--- config.mk ---
export PLATFORM = sky130hd
export DESIGN_NAME = flit_packetizer_flat
export DESIGN_NICKNAME = d
export VERILOG_FILES = /design/src/rtl/flit_pkg.sv /design/src/rtl/flit_packetizer_if.sv /design/src/rtl/flit_packetizer.sv /design/src/flat_wrapper.sv
export SDC_FILE = /design/constraint.sdc
export NUM_CORES = 1
export LEC_CHECK = 0
export ABC_AREA = 1
export CAP_MARGIN = 20
export CORE_ASPECT_RATIO = 1.25
export CORE_UTILIZATION = 45
export CTS_CLUSTER_DIAMETER = 120
export DETAILED_ROUTE_END_ITERATION = 8
export PLACE_DENSITY = 0.68
export SKIP_CTS_REPAIR_TIMING = 1
export SYNTH_ARGS = -nofsm -noshare
export SYNTH_HDL_FRONTEND = slang
export SYNTH_SLANG_ARGS = --single-unit
--- constraint.sdc ---
create_clock -name clk -period 4.5 [get_ports clk]
set_input_delay 1.125 -clock clk [delete_from_list [all_inputs] [get_ports clk]]
set_output_delay 1.125 -clock clk [all_outputs]
set_load 0.02 [all_outputs]
--- src/rtl/flit_pkg.sv ---
// Shared definitions for the flit packetizer: flit field layout, tail marker,
// FSM state encoding and a small flit packing helper.
package flit_pkg;

  localparam int FLIT_W  = 48;
  localparam int CTRL_HI = 47;
  localparam int CTRL_LO = 32;
  localparam int DATA_HI = 31;
  localparam int DATA_LO = 16;
  localparam int CSUM_HI = 15;
  localparam int CSUM_LO = 0;

  // ctrl value that marks the closing flit of a packet
  localparam logic [15:0] TAIL_MARK = 16'hFFFF;

  typedef enum logic [1:0] {
    IDLE  = 2'd0,
    OPEN  = 2'd1,
    CLOSE = 2'd2
  } state_t;

  // Assemble a flit from its three 16-bit fields.
  function automatic logic [FLIT_W-1:0] pack_flit(input logic [15:0] ctrl,
                                                  input logic [15:0] data,
                                                  input logic [15:0] csum);
    logic [FLIT_W-1:0] f;
    f                  = '0;
    f[CTRL_HI:CTRL_LO] = ctrl;
    f[DATA_HI:DATA_LO] = data;
    f[CSUM_HI:CSUM_LO] = csum;
    return f;
  endfunction

endpackage

--- src/rtl/flit_packetizer_if.sv ---
// Word-in / flit-out stream bundle of the packetizer. The slave modport is the
// packetizer itself; the master modport is whoever sources words and sinks flits.
interface flit_packetizer_if;
  import flit_pkg::*;

  logic [15:0]       data_in;
  logic              data_valid;
  logic              data_last;
  logic [3:0]        dest_id;
  logic              data_ready;
  logic [FLIT_W-1:0] flit_out;
  logic              flit_valid;
  logic              flit_ready;

  modport slave (
    input  data_in,
    input  data_valid,
    input  data_last,
    input  dest_id,
    input  flit_ready,
    output data_ready,
    output flit_out,
    output flit_valid
  );

  modport master (
    output data_in,
    output data_valid,
    output data_last,
    output dest_id,
    output flit_ready,
    input  data_ready,
    input  flit_out,
    input  flit_valid
  );

endinterface

--- src/rtl/flit_packetizer.sv ---
// Packs a valid/ready stream of 16-bit words into 48-bit flits
// {ctrl, payload, running checksum}. A packet closes with a tail flit
// (ctrl = TAIL_MARK) on a sender-marked last word, on reaching the maximum
// packet length, or after an idle timeout (empty tail with payload 0).
module flit_packetizer
  import flit_pkg::*;
#(
  parameter int PKT_MAX_WORDS = 16,
  parameter int IDLE_TIMEOUT  = 32
) (
  input  logic                clk,
  input  logic                reset,
  flit_packetizer_if.slave    io_bus,
  output logic [15:0]         o_pkt_count,
  output logic                o_busy
);

  localparam int              CNT_W    = $clog2(IDLE_TIMEOUT + 1);
  localparam logic [7:0]      LAST_IDX = 8'(PKT_MAX_WORDS - 1);
  localparam logic [CNT_W-1:0] TO_CNT  = CNT_W'(IDLE_TIMEOUT);

  state_t            r_state, w_state_next;
  logic [7:0]        r_idx, w_idx_next;
  logic [15:0]       r_csum, w_csum_next;
  logic [3:0]        r_dest, w_dest_next;
  logic [CNT_W-1:0]  r_idle_cnt, w_idle_cnt_next;
  logic [FLIT_W-1:0] r_flit, w_flit_next;
  logic              r_flit_valid, w_flit_valid_next;
  logic [15:0]       r_pkt_count, w_pkt_count_next;

  logic              w_slot_free;
  logic              w_data_ready;
  logic              w_accept;
  logic              w_in_open;
  logic [7:0]        w_idx_word;
  logic [15:0]       w_csum_word;
  logic [3:0]        w_dest_word;
  logic              w_is_tail;
  logic [15:0]       w_ctrl_word;

  // The output register can take a new flit when empty or being drained.
  assign w_slot_free  = ~r_flit_valid | io_bus.flit_ready;
  assign w_data_ready = w_slot_free & (r_state != CLOSE);
  assign w_accept     = io_bus.data_valid & w_data_ready;
  assign w_in_open    = (r_state == OPEN);

  // Fields of the flit built from the word presented this cycle; the first
  // word of a packet restarts index and checksum and samples the destination.
  assign w_idx_word  = w_in_open ? (r_idx + 8'd1) : 8'd0;
  assign w_csum_word = (w_in_open ? r_csum : 16'h0000) + io_bus.data_in;
  assign w_dest_word = w_in_open ? r_dest : io_bus.dest_id;
  assign w_is_tail   = io_bus.data_last | (w_idx_word == LAST_IDX);
  assign w_ctrl_word = w_is_tail ? TAIL_MARK : {4'h0, w_dest_word, w_idx_word};

  // Next-state and datapath decisions for the packet FSM and output register.
  always_comb begin
    w_state_next      = r_state;
    w_idx_next        = r_idx;
    w_csum_next       = r_csum;
    w_dest_next       = r_dest;
    w_idle_cnt_next   = r_idle_cnt;
    w_flit_next       = r_flit;
    w_flit_valid_next = r_flit_valid & ~io_bus.flit_ready;
    w_pkt_count_next  = r_pkt_count;

    case (r_state)
      CLOSE: begin
        // Empty tail: payload 0, checksum carried over from the open packet.
        if (w_slot_free) begin
          w_flit_next       = pack_flit(TAIL_MARK, 16'h0000, r_csum);
          w_flit_valid_next = 1'b1;
          w_pkt_count_next  = r_pkt_count + 16'd1;
          w_idx_next        = 8'd0;
          w_csum_next       = 16'h0000;
          w_idle_cnt_next   = '0;
          w_state_next      = IDLE;
        end
      end

      default: begin
        if (w_accept) begin
          // An accepted word always wins over a timeout hitting this cycle.
          w_flit_next       = pack_flit(w_ctrl_word, io_bus.data_in, w_csum_word);
          w_flit_valid_next = 1'b1;
          w_idle_cnt_next   = '0;
          w_dest_next       = w_dest_word;
          if (w_is_tail) begin
            w_pkt_count_next = r_pkt_count + 16'd1;
            w_idx_next       = 8'd0;
            w_csum_next      = 16'h0000;
            w_state_next     = IDLE;
          end else begin
            w_idx_next       = w_idx_word;
            w_csum_next      = w_csum_word;
            w_state_next     = OPEN;
          end
        end else if (w_in_open) begin
          // Idle counting keeps going under backpressure, but the close
          // only starts once the output slot is free.
          if ((r_idle_cnt >= TO_CNT) && w_data_ready) begin
            w_idle_cnt_next = '0;
            w_state_next    = CLOSE;
          end else if (r_idle_cnt < TO_CNT) begin
            w_idle_cnt_next = r_idle_cnt + CNT_W'(1);
          end
        end
      end
    endcase
  end

  // FSM state register.
  always_ff @(posedge clk or posedge reset) begin
    if (reset) begin
      r_state <= IDLE;
    end else begin
      r_state <= w_state_next;
    end
  end

  // Packet context, idle counter, output flit register and tail counter.
  always_ff @(posedge clk or posedge reset) begin
    if (reset) begin
      r_idx        <= 8'd0;
      r_csum       <= 16'h0000;
      r_dest       <= 4'h0;
      r_idle_cnt   <= '0;
      r_flit       <= '0;
      r_flit_valid <= 1'b0;
      r_pkt_count  <= 16'h0000;
    end else begin
      r_idx        <= w_idx_next;
      r_csum       <= w_csum_next;
      r_dest       <= w_dest_next;
      r_idle_cnt   <= w_idle_cnt_next;
      r_flit       <= w_flit_next;
      r_flit_valid <= w_flit_valid_next;
      r_pkt_count  <= w_pkt_count_next;
    end
  end

  assign io_bus.data_ready = w_data_ready;
  assign io_bus.flit_out   = r_flit;
  assign io_bus.flit_valid = r_flit_valid;
  assign o_pkt_count       = r_pkt_count;
  assign o_busy            = w_in_open;

endmodule
--- src/flat_wrapper.sv ---
// flat-port wrapper written by rule: the top's interface ports become plain ports
module flit_packetizer_flat import flit_pkg::*;
#(
  parameter int PKT_MAX_WORDS = 16,
  parameter int IDLE_TIMEOUT  = 32
)
  (clk, reset, o_pkt_count, o_busy, io_bus_data_in, io_bus_data_valid, io_bus_data_last, io_bus_dest_id, io_bus_flit_ready, io_bus_data_ready, io_bus_flit_out, io_bus_flit_valid);
  flit_packetizer_if io_bus_i ();
  input  logic clk;
  input  logic reset;
  output logic [15:0] o_pkt_count;
  output logic o_busy;
  input wire logic [$bits(io_bus_i.data_in)-1:0] io_bus_data_in;
  input wire logic [$bits(io_bus_i.data_valid)-1:0] io_bus_data_valid;
  input wire logic [$bits(io_bus_i.data_last)-1:0] io_bus_data_last;
  input wire logic [$bits(io_bus_i.dest_id)-1:0] io_bus_dest_id;
  input wire logic [$bits(io_bus_i.flit_ready)-1:0] io_bus_flit_ready;
  output wire logic [$bits(io_bus_i.data_ready)-1:0] io_bus_data_ready;
  output wire logic [$bits(io_bus_i.flit_out)-1:0] io_bus_flit_out;
  output wire logic [$bits(io_bus_i.flit_valid)-1:0] io_bus_flit_valid;
  assign io_bus_i.data_in = io_bus_data_in;
  assign io_bus_i.data_valid = io_bus_data_valid;
  assign io_bus_i.data_last = io_bus_data_last;
  assign io_bus_i.dest_id = io_bus_dest_id;
  assign io_bus_i.flit_ready = io_bus_flit_ready;
  assign io_bus_data_ready = io_bus_i.data_ready;
  assign io_bus_flit_out = io_bus_i.flit_out;
  assign io_bus_flit_valid = io_bus_i.flit_valid;
  flit_packetizer #(.PKT_MAX_WORDS(PKT_MAX_WORDS), .IDLE_TIMEOUT(IDLE_TIMEOUT)) u_core (.clk(clk), .reset(reset), .io_bus(io_bus_i), .o_pkt_count(o_pkt_count), .o_busy(o_busy));
endmodule
==> metrics.txt, run 1 <==
Crit-path slowest cell clkdlybuf4s50_1; DRT iter0 DRCs roughly 200; first-pass GRT wire length approximately 24000 um; WL/cell 14.3 um; register area share after synthesis between 40% and 50%; pins over their slew limit 0; initial antenna violation count 0; RSZ-0062 raised after global routing false; commonest non-fill, non-tap cell in the layout nand2_1; Post-Syn Nets 792; global placement routability congestion between 0.9 and 1; die height about 130 um; Post-synth ARST share 100%; CP Data Arrival Time around 2.6 ns; Pre-Repair DR Iteration Count 6; Final Hold Fails 0; post-route cell area about 7000 sq um; Mapped Area 5620 sq um; routed via count ~5200; sw frac 39.9%; area grow syn2layout 24.5%; placed instance area about 6700 sq um; CTS tree done; Final WS setup 0.805 ns; fin crit period ~3.7 ns; internal power between 2000 and 2500 uW; setup violators final 0; Tcrit/Tclk final between 80% and 90%; placed cell count slightly below 1000; CTS Buffer Depth 2; # DRC 0; clock latency on the worst-skew pair ~0.35 ns; Hold/Removal Path Class reg2reg; CP endpoint kind primary output; Clock Pin Slew Worst Setup and Hold Paths around 0.06 ns; setup TNS 0 ns; Die X 102 um; fin nets just under 900; skew final between 0.005 and 0.006 ns; IO Count between 90 and 100; Worst-Margin Slew 0.674 ns; Synth area leader dfrtp_1; CTS buffer count 9; number of H-tree levels 3; Ys Warns 0; CP max FO 4; grt ovf 0; Post-Syn Instances 747; Pwr Density between 500 and 600 nW/um^2; Yosys cell types 42; WL final 14300 um; largest net degree at the start of global routing between 90 and 100; max-cap violation count 0; Clock Power Share around a fifth; # diodes 0; top_reg_cell synth dfrtp_1; layout cells sized above 1 just under 5%; Max stage delay on crit path approximately 0.60 ns; Crit path depth 6; Startpoint Class input pin; via density per instance roughly 5.2; vias in the first global route between 5000 and 6000; Rows 45; WP buf/inv 4; crit-path cells clkdlybuf4s50_1 > nor2_2 > inv_1 > nand2_1 > inv_1 > clkdlybuf4s50_1; core area between 10000 and 15000 sq um; Fillers ~1100; Post-synth EDFFs 0; leakage power roughly 0.0035 uW; synth top area cells dfrtp_1, nand2_1, inv_1; Max IR drop VDD around 260 uV; Logic pwr share around 45%; Avg Inst Size Synth between 7 and 8 sq um; switching power roughly 1600 uW; share of the synthesized area in the top cell type a little over two fifths; clk sink count between 90 and 100; Non-Filler Instances ~1000; Total Routing Usage GR a little under a quarter; R2R depth 15; Reg power frac between 30% and 40%; number of routed nets with antenna violations 0; port buffer count 91; critical path required time roughly 3.4 ns; Initial Util 46.2%; outcome finished, final reports clean; Root Driver clkbuf_16; die area between 10000 and 15000 sq um; critical path's top delay family buffers and inverters; HPWL after detailed placement between 10000 and 15000 um; Slew headroom between 50% and 60%; commonest cells after routing, fill and taps aside nand2_1, dfrtp_1, clkdlybuf4s50_1; Place WS 0.786 ns; maximum clock frequency 271 MHz; Synth Register Bits 98; Worst Hold Depth 2; Crit Path Category in2out
[power groups by stage]
stage / registers, uW / logic [uW] / clock network (uW)
after floorplan: 1590 / 925 / 0
after global placement: 1360 / 1840 / 0
after detailed placement: 1380 / 1870 / 0
after CTS: 1360 / 1880 / 897
after global routing: 1400 / 2050 / 926
final: 1360 / 1860 / 879
[cells by family (layout without fill, tap and decap cells)]
group                    after synthesis  in the layout  share of synthesized area (%)
multiplexers                           4              4                          0.713
flip-flops                            98             98                           43.7
buffers and inverters                121            208                           8.95
AND/OR/NAND/NOR                      402            402                           30.4
AO/OA/AOI/OAI                         92             92                           10.2
adder cells (fa/ha/maj)               20             20                           4.59
XOR/XNOR                              10             10                           1.56
[worst min-delay path: cells and delay by family (launching register included)]
kind,cells,cell delay [ns]
and+or+nand+nor,2,0.10
DFF,1,0.34
[metal layers]
layer	track usage (%)	part of all wire, %
met5	0	0
met4	11.9	3.3
met3	3.47	5.4
met2	40.1	49
met1	28.7	42
[cell type report]
cell class	instances	area (sq um)	share of cell area, %
multi-input cells	528	2670	38.1
flip-flops and latches	98	2450	35.1
repair buffers	98	976	14.0
inverters	94	358	5.12
clock buffers	11	233	3.33
well taps	164	205	2.93
clock inverters	5	103	1.47
[cells in the mapped netlist (3+ instances only)]
cell type,n
clkbuf_1,8
nor3_1,14
mux2i_1,4
nand4_1,12
buf_2,10
a22o_1,15
nand3_1,61
o21bai_1,7
xor2_1,8
ha_1,19
inv_1,90
o22a_1,3
dfrtp_1,98
nand2_2,3
nor2_2,4
o21ai_1,6
buf_4,5
a21oi_1,25
nor2_1,64
nand2_1,233
o21ai_0,23
o22ai_1,7
[state kept, by name, indices dropped and copies added (netlist names)]
signal,cells
u_core.r_dest,4
u_core.o_pkt_count,16
u_core.r_idx,8
u_core.r_csum,16
u_core.io_bus.flit_out,45
u_core.io_bus.flit_valid,1
u_core.r_state,2
u_core.r_idle_cnt,6
[final timing paths]
kind | from | end | slack (ns)
worst max-delay path | io_bus_flit_ready | io_bus_data_ready | 0.81
worst min-delay path | u_core.io_bus.flit_out[15]$_DFFE_PP0P_ | u_core.io_bus.flit_out[15]$_DFFE_PP0P_ | 0.48
worst max register to register | u_core.r_state[1]$_DFFE_PP0P_ | u_core.io_bus.flit_out[14]$_DFFE_PP0P_ | 1.85
worst min register to register | u_core.io_bus.flit_out[15]$_DFFE_PP0P_ | u_core.io_bus.flit_out[15]$_DFFE_PP0P_ | 0.48
max in group asynchronous | reset | u_core.io_bus.flit_out[11]$_DFFE_PP0P_ | 2.86
min in group asynchronous | reset | u_core.r_dest[1]$_DFFE_PP0P_ | 1.23
[through the flow]
| step | utilization (%) | hold WS [ns] | total power [uW] |
|---|---|---|---|
| floorplan | - | 0.449 | 2520 |
| global placement | 54.7 | 0.461 | 3200 |
| detailed placement | 54.7 | 0.466 | 3240 |
| CTS | 57.5 | 0.485 | 4130 |
| global route | 57.5 | 0.511 | 4370 |
| finish | 57.5 | 0.481 | 4100 |
Note: power is estimated with default switching activity, not from simulation.
==> run 2, diff against run 1 <==
clock period = 3.5 ns   (was 4.5 ns; I/O delays follow)
==> metrics.txt, run 2 (synthesized netlist as in run 1, its figures left out) <==
Hold/Removal Path Class reg2reg; Pre-Repair DR Iteration Count 5 (-1); register area 2450 sq um (unchanged); setup violators final 0 (unchanged); crit-path cells clkdlybuf4s50_1 > nor2_2 > inv_1 > nand2_1 > inv_1 > clkdlybuf4s50_1; critical path's top delay family buffers and inverters; HPWL after detailed placement 10200 um (+1.0%); CTS tree done; maximum clock frequency 313 MHz; Crit Path Category in2out; Tcrit/Tclk final about nine tenths; R2R depth 14 (-1); switching power 2100 uW (+28%); routed via count 5172 (-0.73%); CTS Buffer Depth 2 (unchanged); Clock Power Share 18.8% (-2.6 points); Fillers 1170 (+3.3%); Max IR drop VDD 347 uV (+34%); Logic pwr share 47.0% (+1.6 points); number of H-tree levels 3 (unchanged); multi-input combinational cell area 2670 sq um (unchanged); sw frac 41.2% (+1.3 points); DRT iter0 DRCs 242 (+24%); clock latency on the worst-skew pair 0.35 ns (about the same); outcome finished, final reports clean; # DRC 0 (unchanged); placed instance area 6680 sq um (+0.30%); die height 127 um (unchanged); Rows 45 (unchanged); Min-Delay Startpoint u_core.r_csum[14]$_DFFE_PP0P_; Worst-Margin Slew 0.690 ns (+0.0160 ns); commonest cells after routing, fill and taps aside nand2_1, dfrtp_1, clkdlybuf4s50_1; reg2reg end u_core.io_bus.flit_out[14]$_DFFE_PP0P_; Final Hold Fails 0 (unchanged); global placement routability congestion 0.902 (-5.3%); vias in the first global route 5166 (+1.1%); Slew headroom 53.6% (-1.1 points); core area 12200 sq um (unchanged); fin crit period 3.20 ns; Reg power frac 34.2% (+1.1 points); area grow syn2layout 23.9%; via density per instance 5.18 (-0.83%); Root Driver clkbuf_16; CP endpoint kind primary output; die area 12900 sq um (unchanged); met3 Usage GRT 4.02% (+0.55 points); WP buf/inv 4 (unchanged); clk sink count 98 (unchanged); met2 global-route usage 40.5% (+0.36 points); initial antenna violation count 0 (unchanged); max-cap violation count 0 (unchanged); Worst Hold Depth 2 (unchanged); fin nets 875 (+0.11%); critical path required time 2.62 ns (-0.76 ns); layout cells sized above 1 5.15% (+0.23 points); CTS buffer count 9 (unchanged); grt ovf 0 (unchanged); skew final 0.00733 ns (+0.00216 ns); CP Data Arrival Time 2.32 ns (-0.25 ns); IO Count 92 (unchanged); Max stage delay on crit path 0.60 ns (about the same); Pwr Density 733 nW/um^2 (+25%); Pwr Total 5100 uW (+24%); WL final 14200 um (-0.76%); R2R Setup Slk 0.89 ns (-0.96 ns); Most Crowded Layer GR met2; Largest register FFs 45 (unchanged); WL/cell 14.2 um (-0.86%); pins over their slew limit 0 (unchanged); Die X 102 um (unchanged); setup TNS 0 ns (unchanged); port buffer count 91 (unchanged); internal power 3000 uW (+22%); largest net degree at the start of global routing 46 (-54%); Initial Util 46.2% (unchanged); Total Routing Usage GR 23.5% (-0.036 points); first-pass GRT wire length 23900 um (+0.52%); # diodes 0 (unchanged); post-route cell area 6960 sq um (-0.47%); Startpoint Class input pin; Critical path origin io_bus_flit_ready; hold endpoint u_core.r_csum[14]$_DFFE_PP0P_; number of routed nets with antenna violations 0 (unchanged); launch point of the worst reg-to-reg path u_core.r_state[0]$_DFFE_PP0P_; Crit-path slowest cell clkdlybuf4s50_1; M1 GR Usage 28.6% (-0.13 points); Clock Pin Slew Worst Setup and Hold Paths 0.07 ns (about the same); leakage power 0.00346 uW (-0.33%); RSZ-0062 raised after global routing false; commonest non-fill, non-tap cell in the layout nand2_1; CP max FO 4 (unchanged)
==> run 2: cell types whose count changed in the layout (fill, tap and decap cells not counted), sizes merged <==
cell,previous run,this run
bufinv,3,0
clkbuf,11,12
buf,7,8
clkinv,2,4
==> run 2: how the worst max path moves through the flow <==
stage	cells after the start	slack (ns)	end
3_3_place_gp	6	0.28	io_bus_data_ready
4_1_cts	6	0.28	io_bus_data_ready
6_report	6	0.30	io_bus_data_ready
2_1_floorplan	1	0.06	u_core.io_bus.flit_out[0]$_DFFE_PP0P_
3_5_place_dp	6	0.29	io_bus_data_ready
5_1_grt	6	0.24	io_bus_data_ready
==> run 2: per-layer routing <==
layer	part of all wire, %	vias up
li1	-	2556
met1	43	2443
met2	49	148
met3	5.6	25
met4	2.5	0
met5	0	-
==> run 2: worst register-to-register path: stages (launching register included) <==
cell and delay [ns]:
dfrtp_1 0.39, nand2_2 0.47, nor2_1 0.10, ha_1 0.24, fa_1 0.42, nand3_1 0.09, nand2_1 0.13, nand3_1 0.11
nand2_1 0.09, nand2_1 0.12, nand3_1 0.09, nand2_1 0.09, nand2_1 0.06, nand2_1 0.06, nand2_1 0.04
==> run 2: layout make-up <==
class | instances | share of cell area (%)
Multi-Input combinational cell | 528 | 38.3
Timing Repair Buffer | 99 | 14.3
Inverter | 94 | 5.14
Clock inverter | 4 | 0.378
Tap cell | 164 | 2.95
Clock buffer | 12 | 3.69
Sequential cell | 98 | 35.2
==> run 2: metrics by stage <==
| step | instances | util, % | hold slack, ns | setup slack [ns] |
|---|---|---|---|---|
| 2_1_floorplan | 747 | - | 0.449 | 0.0629 |
| 3_3_place_gp | 983 | 54.9 | 0.461 | 0.282 |
| 3_5_place_dp | 983 | 54.9 | 0.466 | 0.288 |
| 4_1_cts | 999 | 57.2 | 0.484 | 0.282 |
| 5_1_grt | 999 | 57.2 | 0.494 | 0.242 |
| 6_report | 999 | 57.2 | 0.481 | 0.302 |
==> run 2: power groups by stage <==
stage | Clock, uW | Sequential (uW) | Combinational (uW)
floorplan | 0 | 2050 | 1190
global placement | 0 | 1750 | 2370
detailed placement | 0 | 1760 | 2410
CTS | 976 | 1750 | 2420
global route | 1020 | 1790 | 2640
finish | 956 | 1750 | 2400
